**src/rtl/ctrl_fsm_ws_if.sv**
```systemverilog
// ctrl_fsm_ws_if: bundle between the instruction decoder/datapath and the controller.
//   opcode[2:0], op[1:0]        decoded IR[15:13] / IR[12:11] (datapath -> controller)
//   nsel[2:0], vsel[1:0]        register select (one-hot Rn/Rd/Rm) and writeback source
//   loada..write                datapath register loads, operand muxes, register-file write
//   load_pc, reset_pc, addr_sel PC and memory-address controls
//   load_ir, load_addr          instruction/data-address register loads
//   mem_cmd[1:0]                00 none, 01 read, 10 write
//   w                           high while halted
//   modport master: controller side; modport slave: datapath/memory side
interface ctrl_fsm_ws_if;
    logic [2:0] opcode;
    logic [1:0] op;
    logic [2:0] nsel;
    logic [1:0] vsel;
    logic       loada, loadb, loadc, loads, asel, bsel, write;
    logic       load_pc, reset_pc, addr_sel, load_ir, load_addr;
    logic [1:0] mem_cmd;
    logic       w;
    modport master (
        input  opcode, op,
        output nsel, vsel, loada, loadb, loadc, loads, asel, bsel, write,
               load_pc, reset_pc, addr_sel, load_ir, load_addr, mem_cmd, w
    );
    modport slave (
        output opcode, op,
        input  nsel, vsel, loada, loadb, loadc, loads, asel, bsel, write,
               load_pc, reset_pc, addr_sel, load_ir, load_addr, mem_cmd, w
    );
endinterface

```
**src/rtl/ctrl_fsm_ws.sv**
```systemverilog
// ctrl_fsm_ws: multi-cycle fetch/decode/execute controller with memory wait states.
//   MEM_WAIT    extra cycles every memory-access state is held (0..15)
//   clk         rising-edge clock
//   reset       asynchronous active-low reset, forces RST
//   bus         ctrl_fsm_ws_if.master: opcode/op in, all datapath/PC/memory controls out
//   CTRL_HALT_EN  when defined, opcode 111 enters a HALT state (w=1) until reset;
//                 otherwise 111 is treated as an undefined encoding (NOP) and w is 0.
module ctrl_fsm_ws #(
    parameter int MEM_WAIT = 0
) (
    input logic           clk,
    input logic           reset,
    ctrl_fsm_ws_if.master bus
);
    // CMP gets its own ALU state so that loads/loadc stay a pure function of state.
    typedef enum logic [4:0] {
        RST, IF1, IF2, UPDATEPC, DECODE, WRITEIMM, GETB, GETA, MOVSH, ALU, ALU_CMP,
        WRITEREG, ADDR, LDADDR, MEMRD, WRMEM, GETRD, OUTRD, MEMWR
`ifdef CTRL_HALT_EN
        , HALT
`endif
    } state_t;

    state_t     st, nxt;
    logic [3:0] cnt;
    logic       done;

    assign done = cnt == 4'd0;

    // The wait counter is reloaded on every edge that enters a memory state and
    // counts down to 0 while there; it is only nonzero inside such a state.
    always_ff @(posedge clk or negedge reset) begin
        if (!reset) begin
            st  <= RST;
            cnt <= 4'd0;
        end else begin
            st  <= nxt;
            cnt <= (nxt != st && (nxt == IF1 || nxt == MEMRD || nxt == MEMWR)) ? 4'(MEM_WAIT)
                 : done ? cnt : cnt - 4'd1;
        end
    end

    always_comb begin
        nxt = st;
        case (st)
            RST:      nxt = IF1;
            IF1:      nxt = done ? IF2 : IF1;
            IF2:      nxt = UPDATEPC;
            UPDATEPC: nxt = DECODE;
            DECODE: begin
                casez ({bus.opcode, bus.op})
                    5'b110_10:           nxt = WRITEIMM;
                    5'b110_00, 5'b101_??: nxt = GETB;
                    5'b011_00, 5'b100_00: nxt = GETA;
`ifdef CTRL_HALT_EN
                    5'b111_??:           nxt = HALT;
`endif
                    default:             nxt = IF1;
                endcase
            end
            WRITEIMM: nxt = IF1;
            GETB:     nxt = bus.opcode != 3'b101 ? MOVSH : bus.op == 2'b11 ? ALU : GETA;
            GETA:     nxt = bus.opcode != 3'b101 ? ADDR : bus.op == 2'b01 ? ALU_CMP : ALU;
            MOVSH:    nxt = WRITEREG;
            ALU:      nxt = WRITEREG;
            ALU_CMP:  nxt = IF1;
            WRITEREG: nxt = IF1;
            ADDR:     nxt = LDADDR;
            LDADDR:   nxt = bus.opcode == 3'b011 ? MEMRD : GETRD;
            MEMRD:    nxt = done ? WRMEM : MEMRD;
            WRMEM:    nxt = IF1;
            GETRD:    nxt = OUTRD;
            OUTRD:    nxt = MEMWR;
            MEMWR:    nxt = done ? IF1 : MEMWR;
`ifdef CTRL_HALT_EN
            HALT:     nxt = HALT;
`endif
            default:  nxt = RST;
        endcase
    end

    assign bus.nsel      = (st == WRITEIMM || st == GETA) ? 3'b001
                         : st == GETB ? 3'b100
                         : (st == WRITEREG || st == WRMEM || st == GETRD) ? 3'b010 : 3'b000;
    assign bus.vsel      = st == WRITEIMM ? 2'b10 : st == WRMEM ? 2'b01 : 2'b00;
    assign bus.loada     = st == GETA;
    assign bus.loadb     = st == GETB || st == GETRD;
    assign bus.loadc     = st == MOVSH || st == ALU || st == ADDR || st == OUTRD;
    assign bus.loads     = st == ALU_CMP;
    assign bus.asel      = st == MOVSH || st == OUTRD;
    assign bus.bsel      = st == ADDR;
    assign bus.write     = st == WRITEIMM || st == WRITEREG || st == WRMEM;
    assign bus.load_pc   = st == RST || st == UPDATEPC;
    assign bus.reset_pc  = st == RST;
    assign bus.addr_sel  = st == IF1 || st == IF2;
    assign bus.load_ir   = st == IF2;
    assign bus.load_addr = st == LDADDR;
    assign bus.mem_cmd   = (st == IF1 || st == IF2 || st == MEMRD || st == WRMEM) ? 2'b01
                         : st == MEMWR ? 2'b10 : 2'b00;
`ifdef CTRL_HALT_EN
    assign bus.w         = st == HALT;
`else
    assign bus.w         = 1'b0;
`endif
endmodule

```
**src/flat_wrapper.sv**
```systemverilog
// flat-port wrapper written by rule: the top's interface ports become plain ports
module ctrl_fsm_ws_flat 
#(
    parameter int MEM_WAIT = 0
)
  (clk, reset, bus_opcode, bus_op, bus_nsel, bus_vsel, bus_loada, bus_loadb, bus_loadc, bus_loads, bus_asel, bus_bsel, bus_write, bus_load_pc, bus_reset_pc, bus_addr_sel, bus_load_ir, bus_load_addr, bus_mem_cmd, bus_w);
  ctrl_fsm_ws_if bus_i ();
  input logic clk;
  input logic reset;
  input wire logic [$bits(bus_i.opcode)-1:0] bus_opcode;
  input wire logic [$bits(bus_i.op)-1:0] bus_op;
  output wire logic [$bits(bus_i.nsel)-1:0] bus_nsel;
  output wire logic [$bits(bus_i.vsel)-1:0] bus_vsel;
  output wire logic [$bits(bus_i.loada)-1:0] bus_loada;
  output wire logic [$bits(bus_i.loadb)-1:0] bus_loadb;
  output wire logic [$bits(bus_i.loadc)-1:0] bus_loadc;
  output wire logic [$bits(bus_i.loads)-1:0] bus_loads;
  output wire logic [$bits(bus_i.asel)-1:0] bus_asel;
  output wire logic [$bits(bus_i.bsel)-1:0] bus_bsel;
  output wire logic [$bits(bus_i.write)-1:0] bus_write;
  output wire logic [$bits(bus_i.load_pc)-1:0] bus_load_pc;
  output wire logic [$bits(bus_i.reset_pc)-1:0] bus_reset_pc;
  output wire logic [$bits(bus_i.addr_sel)-1:0] bus_addr_sel;
  output wire logic [$bits(bus_i.load_ir)-1:0] bus_load_ir;
  output wire logic [$bits(bus_i.load_addr)-1:0] bus_load_addr;
  output wire logic [$bits(bus_i.mem_cmd)-1:0] bus_mem_cmd;
  output wire logic [$bits(bus_i.w)-1:0] bus_w;
  assign bus_i.opcode = bus_opcode;
  assign bus_i.op = bus_op;
  assign bus_nsel = bus_i.nsel;
  assign bus_vsel = bus_i.vsel;
  assign bus_loada = bus_i.loada;
  assign bus_loadb = bus_i.loadb;
  assign bus_loadc = bus_i.loadc;
  assign bus_loads = bus_i.loads;
  assign bus_asel = bus_i.asel;
  assign bus_bsel = bus_i.bsel;
  assign bus_write = bus_i.write;
  assign bus_load_pc = bus_i.load_pc;
  assign bus_reset_pc = bus_i.reset_pc;
  assign bus_addr_sel = bus_i.addr_sel;
  assign bus_load_ir = bus_i.load_ir;
  assign bus_load_addr = bus_i.load_addr;
  assign bus_mem_cmd = bus_i.mem_cmd;
  assign bus_w = bus_i.w;
  ctrl_fsm_ws #(.MEM_WAIT(MEM_WAIT)) u_core (.clk(clk), .reset(reset), .bus(bus_i));
endmodule
```
**config.mk**
```make
export PLATFORM = sky130hd
export DESIGN_NAME = ctrl_fsm_ws_flat
export DESIGN_NICKNAME = d
export VERILOG_FILES = /design/src/rtl/ctrl_fsm_ws_if.sv /design/src/rtl/ctrl_fsm_ws.sv /design/src/flat_wrapper.sv
export SDC_FILE = /design/constraint.sdc
export NUM_CORES = 1
export LEC_CHECK = 0
export CORE_MARGIN = 1
export CORE_UTILIZATION = 40
export DETAILED_ROUTE_END_ITERATION = 8
export GPL_TIMING_DRIVEN = 0
export PLACE_DENSITY_LB_ADDON = 0.12
export SETUP_SLACK_MARGIN = 0.3
export SLEW_MARGIN = 5
export SYNTH_ARGS = -nofsm -noshare
export SYNTH_HDL_FRONTEND = slang
export SYNTH_SLANG_ARGS = --single-unit
```
**constraint.sdc**
```tcl
create_clock -name clk -period 2.8 [get_ports clk]
set_clock_uncertainty 0.15 [all_clocks]
set_input_delay 0.56 -clock clk [delete_from_list [all_inputs] [get_ports clk]]
set_output_delay 0.56 -clock clk [all_outputs]
set_load 0.03 [all_outputs]
```
==> implementation parameters <==
Parameter                              Value

Critical path
  Destination of the worst register-to-register timing path    u_core.cnt[1]
  Data arrival time of the critical path    2.54 ns
  Crit Path Max Fanout    7
  Critical Path, Cell by Cell    buf_8, or4b_4, o21ai_4, a211oi_2, or4_4, nor4_4, o221a_4, a21oi_1
  Worst setup path class    primary input to flip-flop
  Peak per-stage delay on the critical path    0.57 ns
  Worst endpoint required time    2.80 ns
  Reg2reg start    u_core.st[3]
  Critical path's slowest cell    or4_4
  Crit path capture type    flip-flop
  Worst reg2reg setup slack    0.31 ns
  Element type at the critical path start    primary input
  Length in cells of the worst reg-to-reg path    11

Pwr
  Static leakage power    0.7079 nW
  Combinational share of power    80.0%
  Total power per unit cell area    920.3 nW/µm²
  Psw    0.7889 mW
  Relative contribution of sequential cells to total power    12.9%
  Switching portion of total power    54.46%
  Internal power contribution    0.6597 mW
  Highest ir drop seen on vdd    0.0006046 V
  Share of total power in the clock network    7.1%

Logic synthesis
  Yosys synthesis warning count    0
  Area share of the largest cell type after synthesis    20.20%
  Post-synthesis cell type count    55
  Cell types occupying the most area after synthesis    dfrtp_1 20%, nor2_1 6.1%, a21oi_1 4.5%
  Async set-or-reset flop fraction in the synthesized netlist    100.0%
  Gate Count Post-Synth    153
  Number of flip-flops and latches in the synthesized netlist    9
  Primary FF master, synth    dfrtp_1
  Syn_nets    161
  Sequential share of the synthesized area    20.20%
  Post-Syn Area    1115 µm²
  Top cell type by total area after synthesis    dfrtp_1
  Number of enable-type register cells in the synthesized netlist    0
  Mean post-synth cell area    7.286 µm²

Drt
  Via count of the routed design    1350
  Routed Antenna Nets    0
  Detail Route met2 WL    1.691 mm
  Number of search-and-repair iterations in the first detailed-routing pass    5
  Top sig layer    met4
  First-iteration detailed-routing DRC count    47
  Number of design rule violations left after detail routing    0
  Average wire per cell in the routed design    16.18 µm
  Length of routed wiring on met1    1.519 mm
  Wire length on met3    264 µm
  Mean number of vias per cell    6.193
  Routed WL    3.528 mm

Timing
  Number of hold-slack violations in the final timing report    0
  RSZ-0062 raised after global routing    true
  Number of pins with negative max-slew slack in the final report    0
  Post-Route Hold Slack    0.4392 ns
  Clock period minus final worst setup slack    2.540 ns
  Maximum frequency from static timing analysis    393.7 MHz
  Setup slack of the critical path after layout    0.2602 ns
  Final setup viols    0
  Share of the clock period used by the worst path after layout    90.71%

Place
  Routability-driven placement congestion ratio    0.9130
  Buffers added on ports    25
  Worst slack at placement    -0.3989 ns
  HPWL Detailed    2.456 mm

Final layout
  Most used cells in the layout excluding fill and tap cells    16 x nor2_1, 12 x nand2_1, 12 x buf_4
  Antenna fix cells    0
  Leading cell type in the layout, fill and taps excluded    nor2_1
  Share of final-layout standard cells stronger than drive strength 1    39.36%
  Synthesis-to-finish area growth    41.19%
  Final net count    197

Clock tree
  Num Clock Sinks    9
  TritonCTS Buffers    3
  Clock transition at the registers of the reported paths    0.06 ns
  Clk Latency, worst-skew pair    0.27 ns
  Maximum root-to-sink buffer count    2
  Number of hold buffers added after CTS    0
  Root Buffer    clkbuf_4
  Count of H-tree levels built during CTS    1
  TritonCTS clock tree    yes

Die
  Die W    54.79 µm
  Y dimension of the die    54.79 µm
  Num rows    18
  Initial core utilization    43.81%
  Count of pins on the block boundary    27
  Floorplan Core Area    2545 µm²
  Die Footprint    3002 µm²

Global routing
  Wire length of the first global-routing pass    5.575 mm
  Pin count of the biggest net entering global routing    11
  Total global routing overflow    0
  Number of antenna violations at the first check in global routing    0
  Via count of the first global-routing pass    1189
  All-layer global routing usage    26.32%

Worst hold path
  Worst Hold Class    primary input to async pin

Run
  Number of violations of the max-capacitance limit    0

Run status
  Outcome    finished clean
[cells by family after synthesis]
family	count (synthesis)	synth area share (%)
simple gates	88	46.24
compound gates	36	22.78
buf+inv	17	8.530
flops	9	20.20
xor+xnor	1	0.7858
fa+ha+maj	1	1.122
other cells	1	0.3364
[metrics by stage]
stage | power [mW] | utilization, % | instances | TNS, ns | instance area, µm²
6_report | 1.449 | 61.85 | 218 | 0 | 1574
5_1_grt | 1.543 | 61.85 | 218 | 0 | 1574
4_1_cts | 1.343 | 59.05 | 213 | 0 | 1503
3_5_place_dp | 1.186 | 55.11 | 208 | -1.620 | 1403
3_3_place_gp | 1.178 | 55.11 | 208 | -1.168 | 1403
2_1_floorplan | 0.8808 | - | 153 | 0 | 1115
[per-layer routing]
layer	vias up	track usage, %
li1	629	-
met2	70	42.77
met5	-	0
met1	643	34.83
met4	0	7.692
met3	8	5.000
[cell usage after synthesis, drive strengths merged, types with 5 or more instances]
cell type	instances
o21ai	5
inv	5
nor3	7
nor3b	5
nand2b	7
nor2	18
nand2	13
dfrtp	9
buf	9
a21oi	10
[worst max path at each step]
| stage | startpoint | to | slack, ns |
|---|---|---|---|
| global placement | bus_opcode[0] | u_core.cnt[1] | -0.29 |
| finish | bus_opcode[0] | u_core.cnt[2] | 0.26 |
| CTS | u_core.st[1] | bus_loadb | 0.13 |
| floorplan | bus_opcode[0] | u_core.cnt[1] | 0.34 |
| global route | u_core.st[3] | u_core.cnt[1] | 0.23 |
| detailed placement | bus_opcode[0] | u_core.cnt[1] | -0.40 |
[sequential cells by signal, summed over array words and instances, names as in the netlist]
register    cells
u_core.cnt      4
u_core.st       5
[power by group through the flow]
stage               sequential (mW)  clock (mW)  combinational [mW]
finish                        0.187       0.103                1.16
floorplan                     0.177           0               0.704
CTS                           0.181       0.106                1.06
global route                  0.191       0.116                1.24
global placement              0.182           0               0.996
detailed placement            0.182           0                1.00
[critical path: cells and delay by family]
| kind | cells | cell delay (ns) |
|---|---|---|
| buffers and inverters | 1 | 0.11 |
| AOI/OAI and AO/OA | 4 | 0.47 |
| and+or+nand+nor | 3 | 1.40 |
[what timing repair did]
| item | in CTS | in global routing |
|---|---|---|
| gates resized for setup | 89 | 55 |
| setup buffers | 1 | 5 |
| pin swaps | 5 | 8 |
| setup endpoints to repair | 23 | 20 |
[final cells by class]
| class | count | area (µm²) |
|---|---|---|
| Multi-Input combinational cell | 127 | 953.4 |
| Buffer | 12 | 87.58 |
| Tap cell | 30 | 37.54 |
| Inverter | 5 | 18.77 |
| Fill cell | 242 | 970.9 |
| Timing Repair Buffer | 31 | 224.0 |
| Clock buffer | 4 | 26.28 |
| Sequential cell | 9 | 226.5 |
Note: power is estimated with default switching activity, not from simulation.
